--- src/rtl/mux_scan_sequencer.sv ---
// Four-channel scan controller for a 4:1 mux: drives S/En, settles, samples y_in per channel.
// Optional `SCAN_AUTO_REPEAT_EN`: a start seen in DONE chains straight into the next scan.
module mux_scan_sequencer #(
    parameter int unsigned DWELL = 2
) (
    input  logic       clk,
    input  logic       rst,
    input  logic       start,
    input  logic       y_in,
    output logic [1:0] S,
    output logic       En,
    output logic       busy,
    output logic       done,
    output logic [3:0] sample
);

    // A dwell of 0 would skip settling entirely, so clamp it to 1.
    localparam int unsigned DwellEff = (DWELL == 0) ? 1 : DWELL;
    localparam logic [7:0]  CntLoad  = 8'(DwellEff - 1);

    typedef enum logic [1:0] {StIdle, StSettle, StSample, StDone} state_e;

    state_e     state_q, state_d;
    logic [7:0] cnt_q, cnt_d;
    logic [2:0] shadow_q, shadow_d;
    logic [1:0] s_q, s_d;
    logic       en_q, en_d;
    logic       busy_q, busy_d;
    logic       done_q, done_d;
    logic [3:0] sample_q, sample_d;

    always_comb begin
        state_d  = state_q;
        cnt_d    = cnt_q;
        shadow_d = shadow_q;
        s_d      = s_q;
        en_d     = en_q;
        sample_d = sample_q;
        unique case (state_q)
            StIdle: begin
                en_d = 1'b1;
                s_d  = 2'd0;
                if (start) begin
                    state_d = StSettle;
                    en_d    = 1'b0;
                    cnt_d   = CntLoad;
                end
            end
            StSettle: begin
                if (cnt_q != 8'd0) begin
                    cnt_d = cnt_q - 8'd1;
                end else begin
                    state_d = StSample;
                end
            end
            StSample: begin
                if (s_q != 2'd3) begin
                    shadow_d[s_q] = y_in;
                    s_d           = s_q + 2'd1;
                    cnt_d         = CntLoad;
                    state_d       = StSettle;
                end else begin
                    sample_d = {y_in, shadow_q};
                    en_d     = 1'b1;
                    s_d      = 2'd0;
                    state_d  = StDone;
                end
            end
            StDone: begin
`ifdef SCAN_AUTO_REPEAT_EN
                if (start) begin
                    state_d = StSettle;
                    s_d     = 2'd0;
                    en_d    = 1'b0;
                    cnt_d   = CntLoad;
                end else begin
                    state_d = StIdle;
                end
`else
                state_d = StIdle;
`endif
            end
            default: state_d = StIdle;
        endcase
        // Status flags are registered from the next state so they line up with it.
        busy_d = (state_d == StSettle) || (state_d == StSample);
        done_d = (state_d == StDone);
    end

    always_ff @(posedge clk) begin
        if (rst) begin
            state_q  <= StIdle;
            cnt_q    <= 8'd0;
            shadow_q <= 3'd0;
            s_q      <= 2'd0;
            en_q     <= 1'b1;
            busy_q   <= 1'b0;
            done_q   <= 1'b0;
            sample_q <= 4'd0;
        end else begin
            state_q  <= state_d;
            cnt_q    <= cnt_d;
            shadow_q <= shadow_d;
            s_q      <= s_d;
            en_q     <= en_d;
            busy_q   <= busy_d;
            done_q   <= done_d;
            sample_q <= sample_d;
        end
    end

    assign S      = s_q;
    assign En     = en_q;
    assign busy   = busy_q;
    assign done   = done_q;
    assign sample = sample_q;

endmodule

--- config.mk ---
export PLATFORM = sky130hd
export DESIGN_NAME = mux_scan_sequencer
export DESIGN_NICKNAME = d
export VERILOG_FILES = /design/src/rtl/mux_scan_sequencer.sv
export SDC_FILE = /design/constraint.sdc
export NUM_CORES = 1
export LEC_CHECK = 0
export CAP_MARGIN = 10
export CORE_MARGIN = 2
export CORE_UTILIZATION = 35
export CTS_BUF_LIST = sky130_fd_sc_hd__clkbuf_2
export CTS_CLUSTER_DIAMETER = 80
export DETAILED_ROUTE_END_ITERATION = 8
export PLACE_DENSITY = 0.56
export SETUP_SLACK_MARGIN = 0.05
export SYNTH_ARGS = -nofsm -noshare
export SYNTH_HDL_FRONTEND = slang
export SYNTH_SLANG_ARGS = --single-unit
--- constraint.sdc ---
create_clock -name clk -period 2 [get_ports clk]
set_input_delay 0.2 -clock clk [delete_from_list [all_inputs] [get_ports clk]]
set_output_delay 0.2 -clock clk [all_outputs]
set_load 0.05 [all_outputs]
Word level (Yosys, flattened, before mapping)

Index checks and enable logic that the tools add are counted.

Add/sub/neg operators: 2
Multipliers: 0
Div/mod/pow operators: 0
Order comparisons: 2
Eq/ne operators: 11
Shift-type cells: 0
Multiplexer cells: 16
Bitwise operators: 1
Reduce and logical (&&, ||, !) cells: 10

Operators with widths:

| cell                                                                                 | number |
|---|---|
| 8-bit 2-to-1 mux                                                                     | 3 |
| 8-bit case mux with 3 select lines                                                   | 1 |
| 2-bit != test (second input constant)                                                | 5 |
| 2-bit equality test (second input constant)                                          | 4 |
| 2-bit 2-to-1 mux                                                                     | 4 |
| 2-bit case mux with 4 select lines                                                   | 1 |
| 8-bit nonzero test                                                                   | 1 |
| 8-bit by 1-bit subtractor with 8-bit output (second input constant)                  | 1 |
| 2-bit AND reduction                                                                  | 3 |
| 2-bit by 1-bit equality test with 1-bit output (second input constant)               | 2 |
| 2-bit case mux with 2 select lines                                                   | 1 |
| 4-bit AND reduction                                                                  | 1 |
| 3-bit bitwise mux                                                                    | 1 |
| 2-bit by 3-bit < comparator with 1-bit output (second input constant)                | 1 |
| 1-bit 2-to-1 mux                                                                     | 3 |
| 3-bit nonzero test                                                                   | 1 |
| 2-bit by 1-bit adder with 2-bit output (second input constant)                       | 1 |
| 1-bit demux with 2-bit select                                                        | 1 |
| 2-bit by 1-bit greater-or-equal comparator with 1-bit output (second input constant) | 1 |
| 2-bit zero test                                                                      | 1 |
| 1-bit case mux with 2 select lines                                                   | 1 |
| 2-bit nonzero test                                                                   | 1 |
| 1-bit logical AND                                                                    | 1 |
| 1-bit logical OR                                                                     | 1 |
| 1-bit inverter                                                                       | 1 |

Register bits after elaboration: 22
Latch bits: 0
RAM bits: 0
Memory bits (read-only): 0
Bits of input ports: 4
Output and inout port bits: 9
Word-level logic and storage cells: 50
Memories: 0

Logic depth before layout (Yosys ltp)

Word-level depth: 5
Depth in mapped cells: 8
Gate-level depth less buffers: 8

Worst setup path after synthesis

Ideal clock, no wire load.

Kind: register -> register
Start point: reg s_q[1] (netlist: S[1])
End point: reg cnt_q[1]
Library setup time: 87 ps
Arrival: 1749 ps
Slack: 163 ps
Stages on the path, launching flop included: 7
Clock period less this slack: 1837 ps
Cell sequence: dfxtp_1 ha_1 nand2b_1 a21oi_1 or2_1 clkbuf_1 o31ai_1

Word-level cells in the longest chain between the ends: 3

Ends and longest elaborated chain:

| element                       | RTL line | RTL |
|---|---|---|
| from (decl)                   | 26       | `logic [1:0] s_q, s_d;` |
| from (signal assigned)        | 95       | `s_q <= 2'd0;` |
| from (signal assigned)        | 104      | `s_q <= s_d;` |
| 2-bit != test                 | 57       | `if (s_q != 2'd3) begin` |
| 2-bit != test (no line)       | n/a      |  |
| 4-bit AND reduction (no line) | n/a      |  |
| to (signal assigned)          | 102      | `cnt_q <= cnt_d;` |
| to (decl)                     | 24       | `logic [7:0] cnt_q, cnt_d;` |

No other way between the ends.
A chain may end at the register's enable or synchronous reset.

Worst setup path in the final report

Start point: reg s_q[1] (netlist: S[1])
End point: out S[1]

RTL lines:

| element   | RTL line | RTL |
|---|---|---|
| to (decl) | 10       | `output logic [1:0] S,` |

No word-level cell between the ends.

==> flow_metrics.tcl <==
set metrics [dict create \
    min_path_type "reg -> reg" \
    ir_drop_v 0.000421 \
    grt_pass1_vias 828 \
    nNetsFinal 150 \
    postCtsHoldBufs 0 \
    ys_seq_area_share_pct 42.7 \
    leakage_nw 0.467 \
    synth_mux_area_share_pct 0.970 \
    syn_nets 132 \
    vias_per_cell 5.13 \
    post_cts_buffers 0 \
    fp.dieW_um 58.3 \
    antenna_found_initial 0 \
    final_common_cell "dfxtp_1" \
    netlist_instances 121 \
    drc 0 \
    hold_viol 0 \
    synth_top_family_by_area "simple AND/OR/NAND/NOR gates" \
    post-route-period-util_pct 90.1 \
    slew_headroom_pct 66.8 \
    grt_usage_pct 14.2 \
    crit_type "reg -> out" \
    yosysWarnings 0 \
    ios 13 \
    cp_data_required_time_ps 1800 \
    diodes 0 \
    fmaxAchievable_mhz 555 \
    setup_viol 0 \
    rows 19 \
    wl_per_cell_um 11.9 \
    ant_nets 0 \
    cts_tree "built" \
    cp_slowest_stage_delay_ps 830 \
    wl_um 2020 \
    synth_area_um2 1030 \
    cts_root_buffer "clkbuf_2" \
    fin_worst_skew_ps 15.3 \
    clock_sinks 22 \
    drt-initial-drc-count 26 \
    p_comb_share_pct 23.4 \
    cap_viol_max_count 0 \
    cp_num_buf_inv 1 \
    drive_gt1_share_pct 9.42 \
    rsz0062_at_grt "false" \
    synthXorXnorAreaFrac_pct 0 \
    synth.avg_cell_area_um2 8.53 \
    intPower_mw 0.744 \
    vias 867 \
    ys_types 31 \
    critPathArrivalTime_ps 1600 \
    grt_pass1_wl_um 3730 \
    grt_max_degree 17 \
    yosysTopAreaCell "dfxtp_1" \
    htree_levels 1 \
    netSwitchingFraction_pct 29.3 \
    firstDrtPassIters 4 \
    io_buffers 12 \
    clock_latency_ps 330 \
    die_y_um 58.3 \
    area_growth_pct 22.1 \
    hold-worst-slack_ps 470 \
    switchingPower_mw 0.308 \
    synth_top_area_share_pct 42.7 \
    final_cell_mix "dfxtp_1 (22), nand2_1 (20), a21oi_1 (16)" \
    coreArea_um2 2780 \
    cts_buffers 3 \
    finalCriticalPeriod_ps 1800 \
    finalPower_mw 1.05 \
    critPathTopFamily "buffers and inverters" \
    synth-compound-area-share_pct 14.5 \
    synth-simple-area-share_pct 30.4 \
    tightest_slew_ps 497 \
    finalSetupTns_ps 0 \
    clk_pin_slew_ps 220 \
    slowest_stage "clkdlybuf4s50_1" \
    clockBufferDepth 2 \
    gp_congestion 0.783 \
    slew_violations 0 \
    yosys.area_share.adder_pct 8.48 \
    initial_utilization_pct 37.1 \
    dp_hpwl_um 1500 \
    power_frac_clock_pct 29.5 \
    crit_path_start_kind "register" \
    yosys-top-cells-area "dfxtp_1 (43%), ha_1 (8.5%), a21oi_1 (7.8%)" \
    powerDensity_nw_per_um2 835 \
    status "finished clean" \
    worstPathCellList "clkdlybuf4s50_1" \
    crit_fanout 5 \
    grt-ovfl-total 0 \
    dieArea_um2 3400 \
    synth-seq-cells 22 \
    p_seq_share_pct 47.1 \
    worstSetupEndpointType "output port" \
]
==> repair_timing <==
item	4_1_cts	5_1_grt
gates resized for setup	0	1
endpoints found under the setup margin	0	1
endpoints found under the hold margin	0	0
==> final cells by class <==
cell class / instances / area, µm²
clock buffer: 3 / 15.0
clock inverter: 1 / 30.0
fill: 283 / 1520
inverter: 5 / 18.8
multi-input combinational: 91 / 567
sequential: 22 / 440
tap: 31 / 38.8
timing repair buffer: 16 / 150
==> path summary, 6_finish.rpt <==
check	from	endpoint	slack, ps	depth (start not counted)
max	S[1]	S[1]	200	1
min	sample[3]	sample[3]	470	2
min reg2reg	sample[3]	sample[3]	470	2
max reg2reg	cnt_q[0]	cnt_q[0]	240	7
==> sequential cells by signal, summed over array words and instances, names as in the netlist <==
signal / cells
sample: 4
busy: 1
done: 1
shadow_q: 3
S: 2
state_q: 2
cnt_q: 8
En: 1
==> cells by family after synthesis <==
| group | Yosys count |
|---|---|
| simple gates | 57 |
| compound gates | 26 |
| flops | 22 |
| buf+inv | 8 |
| fa+ha+maj | 7 |
| mux | 1 |
==> worst reg2reg max path: stages (launching register included) <==
cell	delay, ps
dfxtp_1	470
inv_1	100
ha_1	210
nor3b_2	160
buf_4	140
a21oi_1	270
nor3_1	100
a211oi_1	240
==> stage by stage <==
step                setup WS (ps)  area [µm²]  util [%]  std cells
finish                        199        1260      45.3        169
global route                 75.9        1260      45.3        169
CTS                           163        1250      45.1        169
detailed placement            339        1210      43.5        165
global placement              367        1210      43.5        165
floorplan                     163        1030         -        121
==> cell usage after synthesis <==
library cell / n
nor2b_1: 5
nor3b_1: 1
a211oi_1: 1
o31ai_1: 2
nand3_1: 9
inv_1: 5
o22ai_1: 1
nand2b_1: 5
nor4b_2: 1
a21oi_1: 16
o21ai_0: 1
or3_1: 1
nor2_1: 6
a22oi_1: 1
nand3b_1: 1
o21bai_1: 1
or4_1: 1
nand2_1: 20
o41ai_1: 1
o211ai_1: 1
nor3b_2: 1
nor4_4: 1
mux2i_1: 1
ha_1: 7
dfxtp_1: 22
clkbuf_1: 3
nor3_1: 2
o21ai_1: 1
nand2_2: 1
or2_1: 1
and3b_1: 1
==> power groups by stage <==
stage | combinational [mW] | sequential [mW] | clock (mW)
after floorplan | 0.146 | 0.527 | 0
after global routing | 0.281 | 0.502 | 0.342
after global placement | 0.243 | 0.503 | 0
after detailed placement | 0.246 | 0.504 | 0
after CTS | 0.247 | 0.495 | 0.323
final | 0.246 | 0.495 | 0.311
==> routing by layer <==
layer / vias to the layer above / routed length [µm] / track usage (%)
li1: 454 / - / -
met4: 0 / 13 / 5.98
met5: - / 0 / 0
met3: 2 / 65 / 2.64
met1: 398 / 988 / 20.3
met2: 13 / 949 / 21.0
(Power assumes the default switching activity.)
